--- config.mk ---
export PLATFORM = sky130hd
export DESIGN_NAME = clk_div_bank
export DESIGN_NICKNAME = d
export VERILOG_FILES = /design/src/rtl/clk_pkg.sv /design/src/rtl/clk_div_channel.sv /design/src/rtl/clk_div_bank.sv
export SDC_FILE = /design/constraint.sdc
export NUM_CORES = 1
export LEC_CHECK = 0
export CAP_MARGIN = 20
export CORE_AREA = 3 3 132 261
export CTS_CLUSTER_DIAMETER = 80
export DETAILED_ROUTE_END_ITERATION = 8
export DIE_AREA = 0 0 135 264
export GPL_ROUTABILITY_DRIVEN = 0
export PLACE_DENSITY_LB_ADDON = 0.05
export SETUP_SLACK_MARGIN = 0.2
export SLEW_MARGIN = 20
export SYNTH_ARGS = -nofsm -noshare
export SYNTH_HDL_FRONTEND = slang
export SYNTH_SLANG_ARGS = --single-unit
--- constraint.sdc ---
create_clock -name clk_i -period 14.55 [get_ports clk_i]
set_clock_uncertainty 0.15 [all_clocks]
set_input_delay 1.455 -clock clk_i [delete_from_list [all_inputs] [get_ports clk_i]]
set_output_delay 1.455 -clock clk_i [all_outputs]
set_load 0.1 [all_outputs]
--- src/rtl/clk_pkg.sv ---
// Shared defaults and divisor type for the clock-divider bank.
package clk_pkg;

  localparam int unsigned DIV_W_DEF    = 16;
  localparam int unsigned DIV_INIT_DEF = 100;

  typedef logic [DIV_W_DEF-1:0] div_t;

endpackage

--- src/rtl/clk_div_channel.sv ---
// One divider channel: wrap counter, shadowed divisor and 50%-duty toggle output.
module clk_div_channel
  import clk_pkg::*;
#(
  parameter int unsigned DIV_W    = DIV_W_DEF,
  parameter int unsigned DIV_INIT = DIV_INIT_DEF
) (
  input  logic             clk_i,
  input  logic             resetn_i,
  input  logic             run_i,
  input  logic             wr_i,
  input  logic [DIV_W-1:0] wr_val_i,
  output logic             clk_en_o,
  output logic             clk_o,
  output logic             pending_o
);

  logic [DIV_W-1:0] cnt_q, cnt_d;
  logic [DIV_W-1:0] div_q, div_d;
  logic [DIV_W-1:0] shadow_q, shadow_d;
  logic             pend_q, pend_d;
  logic             en_q, en_d;
  logic             clk_q, clk_d;

  logic [DIV_W-1:0] deff, deff_next;
  logic             wrap, apply;

  always_comb begin
    deff     = (div_q == '0) ? DIV_W'(1) : div_q;
    wrap     = run_i && (cnt_q >= deff - DIV_W'(1));
    cnt_d    = '0;
    if (run_i && !wrap) cnt_d = cnt_q + DIV_W'(1);

    // Staged value moves over only at a period boundary or while idle;
    // a write landing on that same edge stays staged for the next one.
    apply    = pend_q && (wrap || !run_i);
    div_d    = apply ? shadow_q : div_q;
    shadow_d = wr_i ? wr_val_i : shadow_q;
    pend_d   = wr_i ? 1'b1 : (apply ? 1'b0 : pend_q);

    // Enable is registered, so look ahead at the post-edge count and divisor.
    deff_next = (div_d == '0) ? DIV_W'(1) : div_d;
    en_d      = run_i && (cnt_d == deff_next - DIV_W'(1));
    clk_d     = run_i ? (clk_q ^ en_q) : 1'b0;
  end

  always_ff @(posedge clk_i or negedge resetn_i) begin
    if (!resetn_i) begin
      cnt_q    <= '0;
      div_q    <= DIV_W'(DIV_INIT);
      shadow_q <= DIV_W'(DIV_INIT);
      pend_q   <= 1'b0;
      en_q     <= 1'b0;
      clk_q    <= 1'b0;
    end else begin
      cnt_q    <= cnt_d;
      div_q    <= div_d;
      shadow_q <= shadow_d;
      pend_q   <= pend_d;
      en_q     <= en_d;
      clk_q    <= clk_d;
    end
  end

  assign clk_en_o  = en_q;
  assign clk_o     = clk_q;
  assign pending_o = pend_q;

endmodule

--- src/rtl/clk_div_bank.sv ---
// Bank of programmable clock-enable dividers gated by a lock-sequenced system reset.
module clk_div_bank
  import clk_pkg::*;
#(
  parameter int unsigned NUM_CH   = 4,
  parameter int unsigned DIV_W    = DIV_W_DEF,
  parameter int unsigned DIV_INIT = DIV_INIT_DEF,
  parameter int unsigned RST_HOLD = 16,
  localparam int unsigned CH_W    = (NUM_CH > 1) ? $clog2(NUM_CH) : 1
) (
  input  logic              clk_i,
  input  logic              resetn_i,
  input  logic              locked_i,
  input  logic              div_wr_i,
  input  logic [CH_W-1:0]   div_ch_i,
  input  logic [DIV_W-1:0]  div_val_i,
  input  logic [NUM_CH-1:0] ch_en_i,
  output logic [NUM_CH-1:0] clk_en_o,
  output logic [NUM_CH-1:0] clk_o,
  output logic [NUM_CH-1:0] pending_o,
  output logic              sys_resetn_o
);

  localparam int unsigned HOLD_W = (RST_HOLD > 0) ? $clog2(RST_HOLD + 1) : 1;

  logic              sync1_q, sync1_d;
  logic              sync2_q, sync2_d;
  logic [HOLD_W-1:0] hold_q, hold_d;
  logic              sysrst_q, sysrst_d;

  always_comb begin
    sync1_d  = locked_i;
    sync2_d  = sync1_q;
    hold_d   = '0;
    sysrst_d = 1'b0;
    if (sync2_q) begin
      if (hold_q != HOLD_W'(RST_HOLD)) begin
        hold_d = hold_q + HOLD_W'(1);
      end else begin
        hold_d   = hold_q;
        sysrst_d = 1'b1;
      end
    end
  end

  always_ff @(posedge clk_i or negedge resetn_i) begin
    if (!resetn_i) begin
      sync1_q  <= 1'b0;
      sync2_q  <= 1'b0;
      hold_q   <= '0;
      sysrst_q <= 1'b0;
    end else begin
      sync1_q  <= sync1_d;
      sync2_q  <= sync2_d;
      hold_q   <= hold_d;
      sysrst_q <= sysrst_d;
    end
  end

  assign sys_resetn_o = sysrst_q;

  // Out-of-range channel selects match no generate index and are dropped.
  for (genvar g = 0; g < NUM_CH; g++) begin : g_ch
    clk_div_channel #(
      .DIV_W   (DIV_W),
      .DIV_INIT(DIV_INIT)
    ) u_ch (
      .clk_i    (clk_i),
      .resetn_i (resetn_i),
      .run_i    (sysrst_q & ch_en_i[g]),
      .wr_i     (div_wr_i && (div_ch_i == CH_W'(g))),
      .wr_val_i (div_val_i),
      .clk_en_o (clk_en_o[g]),
      .clk_o    (clk_o[g]),
      .pending_o(pending_o[g])
    );
  end

endmodule

Word-level counts from Yosys, hierarchy flattened
Cells that the tools add are included.
Widths: inputs -> output; s select.

word-level totals
  bits of input ports = 26
  output and inout port bits = 13
  bits in registers = 212
  logic and storage cells = 139

cells by class
  reductions and logical operators = 45
  bitwise operators = 8
  magnitude comparators = 4
  add/subtract/negate cells = 13
  muxes and demuxes = 32
  equality and inequality tests = 9

operators by type and width
  cell                   number
  $mux 16                16
  $logic_not 16->1       8
  $sub 16x1->16 const B  8
  $add 16x1->16 const B  4
  $eq 16x16->1           4
  $ge 16x16->1           4
  $logic_and 1x1->1      20
  $mux 1                 14
  $mux 5                 2
  $logic_not 1->1        8
  $reduce_bool 2->1      4
  $add 5x1->5 const B    1
  $ne 5x5->1 const B     1
  $and 1x1->1            4
  $eq 2x2->1 const B     2
  $logic_or 1x1->1       4
  $xor 1x1->1            4
  $eq 2x1->1 const B     1
  $logic_not 2->1        1
  $ne 2x1->1 const B     1

Depth between registers and ports, before layout
Gate-level depths: netlist of the first run.

  depth after elaboration = 13
  mapped depth = 30
  gate-level depth less buffers = 26

By module
From an unflattened synthesis of the first run, not the netlist that was laid out.

second synthesis, totals
  cells, all modules = 1710
  area total of the unflattened synthesis = 15278.4 um^2

by module, submodules not included
  module                               area each (um^2)  cells each  instances  seq. area each (um^2)
  clk_div_channel at g_ch[1].u_ch ...  3736.1            422         2          1283.7
  clk_div_channel at g_ch[3].u_ch      3696.0            415         1          1283.7
  clk_div_channel at g_ch[0].u_ch      3686.0            411         1          1283.7
  clk_div_bank                         424.2             40          1          200.2

Worst setup path after synthesis of the first run
OpenSTA, ideal clock, no wires.

  kind = reg-to-reg
  start point = register g_ch[3].u_ch.div_q[3]
  end point = register g_ch[3].u_ch.en_q
  data arrival time = 6.203 ns
  period minus slack after synthesis = 6.421 ns
  path buffers = 6
  cell stages (with the launch flop) = 30
  slack = 8.129 ns
  library setup time = 0.068 ns
  path through = dfrtp_1 -> buf_6 -> or4_4 -> buf_6 -> nor4_1 -> a21oi_1 -> ha_1 -> nand2_1 -> nor3_1 -> xnor2_1 -> ha_1 -> and4_1 -> o311ai_1 -> or4_1 -> clkbuf_1 -> a31oi_2 -> buf_2 -> clkbuf_1 -> clkbuf_1 -> a21o_1 -> inv_1 -> ha_1 -> inv_1 -> nor3_1 -> mux2i_1 -> mux2_2 -> o22ai_1 -> a22oi_1 -> a311oi_1 -> and4b_1

between the ends
  longest elaborated chain between the ends = 13
  elaborated cells on any way between the ends = 16
  classes of those cells = add/sub (2); order compare (1); eq/ne (1); mux (4); reduce/logical (8)

ends and longest elaborated chain
  element                    line                   source
  start, declared            clk_div_channel.sv:19  logic [DIV_W-1:0] div_q, div_d;
  start signal, assigned     clk_div_channel.sv:50  div_q <= DIV_W'(DIV_INIT);
  start signal, assigned     clk_div_channel.sv:57  div_q <= div_d;
  $logic_not 16->1           clk_div_channel.sv:29  deff = (div_q == '0) ? DIV_W'(1) : div_q;
  $mux 16 (*)                clk_div_channel.sv:29
  $sub 16x1->16 (*)          clk_div_channel.sv:30  wrap = run_i && (cnt_q >= deff - DIV_W'(1));
  $ge 16x16->1 (*)           clk_div_channel.sv:30
  $logic_and 1x1->1 (*)      clk_div_channel.sv:30
  $logic_or 1x1->1 (*)       clk_div_channel.sv:36  apply = pend_q && (wrap || !run_i);
  $logic_and 1x1->1 (*)      clk_div_channel.sv:36
  $mux 16 (*)                clk_div_channel.sv:37  div_d = apply ? shadow_q : div_q;
  via g_ch[3].u_ch.div_d[1]  clk_div_channel.sv:19
  $logic_not 16->1           clk_div_channel.sv:42  deff_next = (div_d == '0) ? DIV_W'(1) : div_d;
  $mux 16 (*)                clk_div_channel.sv:42
  $sub 16x1->16 (*)          clk_div_channel.sv:43  en_d = run_i && (cnt_d == deff_next - DIV_W'(1));
  $eq 16x16->1 (*)           clk_div_channel.sv:43
  $logic_and 1x1->1 (*)      clk_div_channel.sv:43
  via g_ch[3].u_ch.en_d      clk_div_channel.sv:22  logic en_q, en_d;
  end signal, assigned       clk_div_channel.sv:60  en_q <= en_d;
  end, declared              clk_div_channel.sv:22

The timed path passes the listed nets; every way through them passes the cells marked *.
A chain may end at the register's enable or synchronous reset.

Final worst setup path of the first run
  start point = register g_ch[2].u_ch.div_q[4]
  end point = register g_ch[2].u_ch.en_q

between the ends
  longest elaborated chain between the ends = 13
  elaborated cells on any way between the ends = 16
  classes of those cells = add/sub (2); order compare (1); eq/ne (1); mux (4); reduce/logical (8)

ends and longest elaborated chain
  element                 line
  start, declared         clk_div_channel.sv:19
  start signal, assigned  clk_div_channel.sv:50
  start signal, assigned  clk_div_channel.sv:57
  $logic_not 16->1        clk_div_channel.sv:29
  $mux 16                 clk_div_channel.sv:29
  $sub 16x1->16           clk_div_channel.sv:30
  $ge 16x16->1            clk_div_channel.sv:30
  $logic_and 1x1->1       clk_div_channel.sv:30
  $logic_or 1x1->1        clk_div_channel.sv:36
  $logic_and 1x1->1       clk_div_channel.sv:36
  $mux 16                 clk_div_channel.sv:37
  $logic_not 16->1        clk_div_channel.sv:42
  $mux 16                 clk_div_channel.sv:42
  $sub 16x1->16           clk_div_channel.sv:43
  $eq 16x16->1 (*)        clk_div_channel.sv:43
  $logic_and 1x1->1 (*)   clk_div_channel.sv:43
  via g_ch[2].u_ch.en_d   clk_div_channel.sv:22
  end signal, assigned    clk_div_channel.sv:60
  end, declared           clk_div_channel.sv:22

Marks and branches as above.

==> results.py, run 1 <==
metrics = {
    "sta": {
        "slew_headroom_pct": 35.0,
        "timing.fmax_mhz": 141,
        "period_minus_slack_ns": 7.09,
        "finalSetupViolations": 0,
        "hold_violations": 0,
        "rsz0062_at_grt": "false",
        "setup-tns-final_ns": 0,
        "slew_violations": 0,
        "worst_pin_slew_ns": 0.972,
        "period_share_pct": 48.7,
    },
    "floorplanning": {
        "num_rows": 93,
        "die_w_um": 135,
        "ios": 39,
        "design.core.area_sq_mm": 0.0325,
        "start_util_pct": 45.0,
        "die_area_sq_mm": 0.0356,
        "die_h_um": 264,
    },
    "route": {
        "wl_met2_mm": 22.7,
        "drtIter0Drc": 906,
        "top_layer_used": "met4",
        "wirelength_mm": 43.2,
        "drt-met1-wl_mm": 17.0,
        "drc": 0,
        "wl_met3_mm": 1.38,
        "drt-pass1-iter-count": 5,
        "ant_nets": 0,
        "vias": 12300,
        "wl_per_cell_um": 20.8,
        "post_drt_via_cell_ratio": 5.89,
    },
    "power_and_ir_drop": {
        "clkPwrFrac_pct": 29.7,
        "switching_share_pct": 35.8,
        "power.leakage_nw": 6.64,
        "sequentialPowerShare_pct": 41.3,
        "power.density_mw_per_mm2": 123,
        "ir_drop_uv": 95.3,
        "p_comb_share_pct": 29.0,
        "internal_power_mw": 1.26,
        "p_switching_mw": 0.704,
    },
    "worst_setup_path": {
        "worst_ep_arrival_time_ns": 7.35,
        "worstPathMaxFanout": 25,
        "worstPathRequired_ns": 14.81,
        "crit_type": "flip-flop to flip-flop",
        "endpoint_kind": "flip-flop",
        "start_kind": "flip-flop",
        "rrSetupSlack_ns": 7.46,
    },
    "clock_tree": {
        "cts_root_buf": "clkbuf_16",
        "clockBufferDepth": 3,
        "insertion_delay_ns": 0.53,
        "cts_setup_buffers": 0,
        "cts_sinks": 212,
        "cts_made_buffers": 22,
        "clk_pin_slew_ns": 0.07,
        "cts_tree": "done",
        "cts.repair.resized": 0,
        "htreeDepth": 1,
        "ctsHoldBuffers": 0,
    },
    "synthesis": {
        "yosysUniqueCellTypes": 83,
        "syn_inst": 1638,
        "synth_seq_cells": 212,
        "synth.cell_area_sq_mm": 0.0146,
        "synth_edf_count": 0,
        "ys_seq_area_share_pct": 36.5,
        "synthXorXnorAreaFrac_pct": 8.69,
        "synth-main-ff-cell": "dfrtp_1",
        "yosys_warnings": 0,
        "synthAdderAreaFrac_pct": 6.68,
        "syn-num-nets": 1742,
        "async_reset_ff_share_pct": 100,
        "synth_compound_area_share_pct": 12.6,
        "synth-simple-area-share_pct": 23.9,
        "synth_top_family_by_area": "simple AND/OR/NAND/NOR gates",
        "postSynthAreaPerCell_sq_um": 8.92,
        "synthMuxAreaShare_pct": 7.95,
    },
    "final_layout": {
        "seq_area_sq_mm": 0.00534,
        "multiInputGateArea_sq_mm": 0.00875,
        "area_growth_pct": 9.82,
        "drive_above_1_share_pct": 11.2,
        "nFillCells": 3091,
        "diodes": 0,
        "final_area_sq_mm": 0.0160,
        "nets": 1743,
    },
    "min_path": {
        "min_path_type": "flip-flop to flip-flop",
    },
    "global_routing": {
        "grt_max_degree": 79,
        "grt_usage_pct": 24.2,
        "grt_pass1_wl_mm": 68.7,
        "grt_pass1_vias": 12300,
        "antenna_found_initial": 0,
        "grt-ovfl-total": 0,
    },
    "placed_design": {
        "port_buffers": 38,
        "place_hpwl_mm": 32.7,
        "place_area_sq_mm": 0.0153,
    },
    "status": {
        "status": "finished clean",
    },
    "run": {
        "drv_cap": 0,
    },
}
==> cell type report <==
type / instances / share of cell area (%)
Multi-Input combinational cell: 1306 / 54.6
Inverter: 40 / 0.936
Sequential cell: 212 / 33.3
Timing Repair Buffer: 57 / 3.31
Clock inverter: 14 / 0.866
Clock buffer: 26 / 3.72
Tap cell: 427 / 3.33
==> per-stage QoR <==
step | cells | utilization, % | hold WS, ns | total power, mW | setup WS (ns)
after floorplan | 1638 | - | 0.181 | 1.21 | 8.13
after global placement | 2042 | 47.1 | 0.188 | 1.38 | 7.56
after detailed placement | 2042 | 47.1 | 0.187 | 1.39 | 7.56
after CTS | 2082 | 49.4 | 0.208 | 1.99 | 7.52
after global routing | 2082 | 49.4 | 0.211 | 2.10 | 7.04
final | 2082 | 49.4 | 0.206 | 1.97 | 7.46
==> cells in the mapped netlist (16+ instances only) <==
library cell	count	share of area (%)
dfstp_2	24	4.3
o21ai_0	46	1.6
inv_1	38	0.98
nand3_1	62	2.1
nand2_1	215	5.5
mux2_2	80	6.2
xor2_1	63	3.8
nor4_1	29	1.2
xnor2_1	82	4.9
and3_1	23	0.99
or3_1	31	1.3
nand4_1	21	0.90
a21oi_1	64	2.2
or4_1	21	1.1
dfrtp_1	188	32
a21o_1	16	0.82
ha_1	78	6.7
nor2_1	152	3.9
and2_1	24	1.0
clkbuf_1	53	1.4
nor3_1	55	1.9
mux2i_1	26	1.8
==> per-layer routing <==
metal / track usage, % / vias up
met4: 11.2 / 0
met3: 2.13 / 123
met1: 28.2 / 5955
met2: 44.0 / 302
met5: 0 / -
li1: - / 5892
==> worst paths after layout <==
kind,cells past startpoint,start,to
worst max-delay path,23,g_ch[2].u_ch.div_q[4],g_ch[2].u_ch.clk_en_o
worst min-delay path,0,sync1_q,sync2_q
worst max register to register,23,g_ch[2].u_ch.div_q[4],g_ch[2].u_ch.clk_en_o
worst min register to register,0,sync1_q,sync2_q
max in group asynchronous,2,resetn_i,g_ch[0].u_ch.cnt_q[11]
min in group asynchronous,1,resetn_i,g_ch[2].u_ch.cnt_q[13]
==> cell families after synthesis <==
kind of cell             after synthesis
multiplexers                         106
AO/OA/AOI/OAI                        270
adder cells (fa/ha/maj)               78
AND/OR/NAND/NOR                      707
XOR/XNOR                             145
buffers and inverters                120
flip-flops                           212
==> power groups by stage <==
stage | registers (mW) | clock network, mW | logic, mW
floorplan | 0.755 | 0 | 0.457
global placement | 0.819 | 0 | 0.563
detailed placement | 0.818 | 0 | 0.569
CTS | 0.810 | 0.606 | 0.572
global route | 0.827 | 0.627 | 0.642
finish | 0.813 | 0.584 | 0.571
==> critical path, cell delays in order, from the launching register on <==
cell and delay (ns):
dfrtp_1 0.45, or3_1 0.49, nor3_1 0.53, a41oi_1 0.34, ha_1 0.35, nand2_1 0.17
nor3_1 0.09, xnor2_1 0.15, ha_1 0.29, nand2_1 0.06, nor4_1 0.45, nand4_1 0.19
o211ai_1 0.27, nand2_1 0.58, a311oi_1 0.58, a21o_1 0.13, ha_1 0.20, and2_1 0.31
a311oi_1 0.14, nor3_1 0.24, nor4_1 0.07, a21oi_1 0.26, nand4_1 0.14, nor4_1 0.35
==> sequential cells by signal, indices dropped and copies added (netlist names) <==
name	flops
g_ch.u_ch.clk_o	4
sync2_q	1
g_ch.u_ch.div_q	64
sys_resetn_o	1
sync1_q	1
hold_q	5
g_ch.u_ch.shadow_q	64
g_ch.u_ch.cnt_q	64
g_ch.u_ch.pending_o	4
g_ch.u_ch.clk_en_o	4
==> layout by cell type (no fill, tap or decap), types with 23 or more instances in the layout <==
master           instances
a21oi_1                 63
and2_1                  24
and3_1                  23
clkbuf_16               23
clkdlybuf4s50_1         37
dfrtp_1                188
dfstp_2                 24
ha_1                    78
inv_1                   38
mux2_2                  80
mux2i_1                 26
nand2_1                215
nand3_1                 62
nor2_1                 152
nor3_1                  55
nor4_1                  29
o21ai_0                 45
or3_1                   31
xnor2_1                 82
xor2_1                  63
(Power assumes the default switching activity.)
==> inputs of run 2 (changes only) <==
- clock period: 14.55 -> 7.2 ns (I/O delays scaled with it)
==> run 2 against run 1 <==
Compared with the run above: power up 100%; hold slack got worse by 0.14 ns; first-iteration DRC count is 3.5% lower; critical path depth up 2; non-clock buffer count grew 16; die area unchanged; utilization is 0.34 points higher; largest cell class unchanged; highest routed layer unchanged.
==> results.py, run 2 (synthesis gave the netlist of run 1 again) <==
metrics = {
    "status": {
        "status": "finished clean",
    },
    "final_layout": {
        "nets": 1759,
        "area_growth_pct": 10.6,
        "final_cell_mix": "nand2_1 (215), dfrtp_1 (188), nor2_1 (152)",
        "diodes": 0,
        "final_common_cell": "nand2_1",
        "stdcell_count": 2097,
        "largestRegisters": "g_ch.u_ch.cnt_q x64, g_ch.u_ch.div_q x64, g_ch.u_ch.shadow_q x64",
        "drive_above_1_share_pct": 12.0,
    },
    "global_routing": {
        "grt-ovfl-total": 0,
        "grt_max_degree": 95,
        "grt_pass1_wl_mm": 70.6,
        "grt_pass1_vias": 12500,
        "antenna_found_initial": 0,
        "grt_usage_pct": 25.0,
    },
    "route": {
        "ant_nets": 0,
        "vias": 12400,
        "post_drt_via_cell_ratio": 5.93,
        "drtIter0Drc": 874,
        "wl_per_cell_um": 21.4,
        "drc": 0,
        "drt-pass1-iter-count": 5,
        "wirelength_mm": 44.9,
    },
    "worst_setup_path": {
        "rr_startpoint": "g_ch[0].u_ch.div_q[4]",
        "rr_worst_depth": 25,
        "cp-endpoint": "g_ch[0].u_ch.clk_en_o",
        "rrSetupSlack_ns": 0.55,
        "crit_slowest_cell": "or4_1",
        "path_buf_inv": 3,
        "worstReg2RegEnd": "g_ch[0].u_ch.clk_en_o",
        "crit_cells": 25,
        "cp_top_family": "simple AND/OR/NAND/NOR gates",
        "worstPathRequired_ns": 7.47,
        "critPathLaunch": "g_ch[0].u_ch.div_q[4]",
        "crit_type": "flip-flop to flip-flop",
        "critPathMaxStageDelay_ns": 0.66,
        "worst_ep_arrival_time_ns": 6.92,
        "endpoint_kind": "flip-flop",
        "worstPathMaxFanout": 20,
        "start_kind": "flip-flop",
    },
    "power_and_ir_drop": {
        "power.leakage_nw": 6.73,
        "p_switching_mw": 1.46,
        "internal_power_mw": 2.57,
        "p_comb_share_pct": 29.7,
        "clkPwrFrac_pct": 29.4,
        "ir_drop_uv": 223,
        "switching_share_pct": 36.2,
        "sequentialPowerShare_pct": 40.9,
        "power.density_mw_per_mm2": 250,
    },
    "floorplanning": {
        "num_rows": 93,
        "start_util_pct": 45.0,
        "die_h_um": 264,
        "die_w_um": 135,
        "ios": 39,
        "design.core.area_sq_mm": 0.0325,
        "die_area_sq_mm": 0.0356,
    },
    "sta": {
        "setup-tns-final_ns": 0,
        "slew_headroom_pct": 34.9,
        "slew_violations": 0,
        "worst_slack_ns": 0.552,
        "hold_violations": 0,
        "rsz0062_at_grt": "false",
        "period_minus_slack_ns": 6.65,
        "timing.fmax_mhz": 150,
        "worst_pin_slew_ns": 0.973,
        "period_share_pct": 92.3,
        "finalSetupViolations": 0,
    },
    "placed_design": {
        "port_buffers": 38,
        "post-place-ws_ns": 0.529,
        "dpl.cell_count": 2058,
        "place_hpwl_mm": 34.4,
    },
    "run": {
        "drv_cap": 0,
    },
    "clock_tree": {
        "cts_tree": "done",
        "cts_made_buffers": 22,
        "cts_sinks": 212,
        "insertion_delay_ns": 0.53,
        "clockBufferDepth": 3,
        "clk_pin_slew_ns": 0.07,
        "htreeDepth": 1,
        "cts_root_buf": "clkbuf_16",
    },
    "min_path": {
        "min_path_type": "input port to async pin",
    },
}
[run 2: routing by layer]
| metal | GRT usage, % | wire length, um | up-vias |
|---|---|---|---|
| li1 | - | - | 5943 |
| met1 | 28.2 | 16900 | 6019 |
| met2 | 46.1 | 24000 | 354 |
| met3 | 2.76 | 1670 | 115 |
| met4 | 12.3 | 2370 | 0 |
| met5 | 0 | 0 | - |
[run 2: worst min path at each step]
| stage | from | end | slack (ns) | cells after the start |
|---|---|---|---|---|
| floorplan | sync1_q | sync2_q | 0.18 | 0 |
| global placement | sync1_q | sync2_q | 0.19 | 0 |
| detailed placement | sync1_q | sync2_q | 0.19 | 0 |
| CTS | resetn_i | g_ch[2].u_ch.div_q[13] | 0.09 | 1 |
| global route | resetn_i | g_ch[2].u_ch.div_q[13] | 0.13 | 1 |
| finish | resetn_i | g_ch[2].u_ch.cnt_q[13] | 0.06 | 1 |
[run 2: worst reg2reg max path: cells and delay by family, from the launching register on]
family / cells / cell delay [ns]
fa+ha+maj: 3 / 0.85
xor+xnor: 1 / 0.15
compound gates: 7 / 1.48
simple gates: 11 / 2.81
buf+inv: 3 / 0.60
flops: 1 / 0.51
[run 2: layout make-up]
type	instances	area, sq um
clock inverter	11	110
timing repair buffer	73	648
clock buffer	28	614
multi-input combinational	1306	8760
tap	427	534
inverter	40	150
sequential	212	5340
fill	3116	16300
[run 2: power by group through the flow]
stage | logic, mW | registers (mW) | clock network [mW]
5_1_grt | 1.34 | 1.68 | 1.26
6_report | 1.20 | 1.65 | 1.19
4_1_cts | 1.19 | 1.64 | 1.22
2_1_floorplan | 0.924 | 1.53 | 0
3_3_place_gp | 1.18 | 1.66 | 0
3_5_place_dp | 1.19 | 1.66 | 0
[run 2: through the flow]
step	hold slack (ns)	utilization (%)	power, mW	cell area [sq um]
after floorplan	0.181	-	2.45	14600
after global placement	0.193	47.5	2.84	15400
after detailed placement	0.192	47.5	2.85	15400
after CTS	0.0924	49.7	4.06	16100
after global routing	0.127	49.8	4.28	16200
final	0.0648	49.8	4.03	16200
[run 2: timing repair]
action / CTS / global route
setup endpoints to repair: 0 / 1
hold endpoints to repair: 0 / 0
buffers inserted: 0 / 0
resized for setup: 0 / 1
hold buffers: 0 / 0
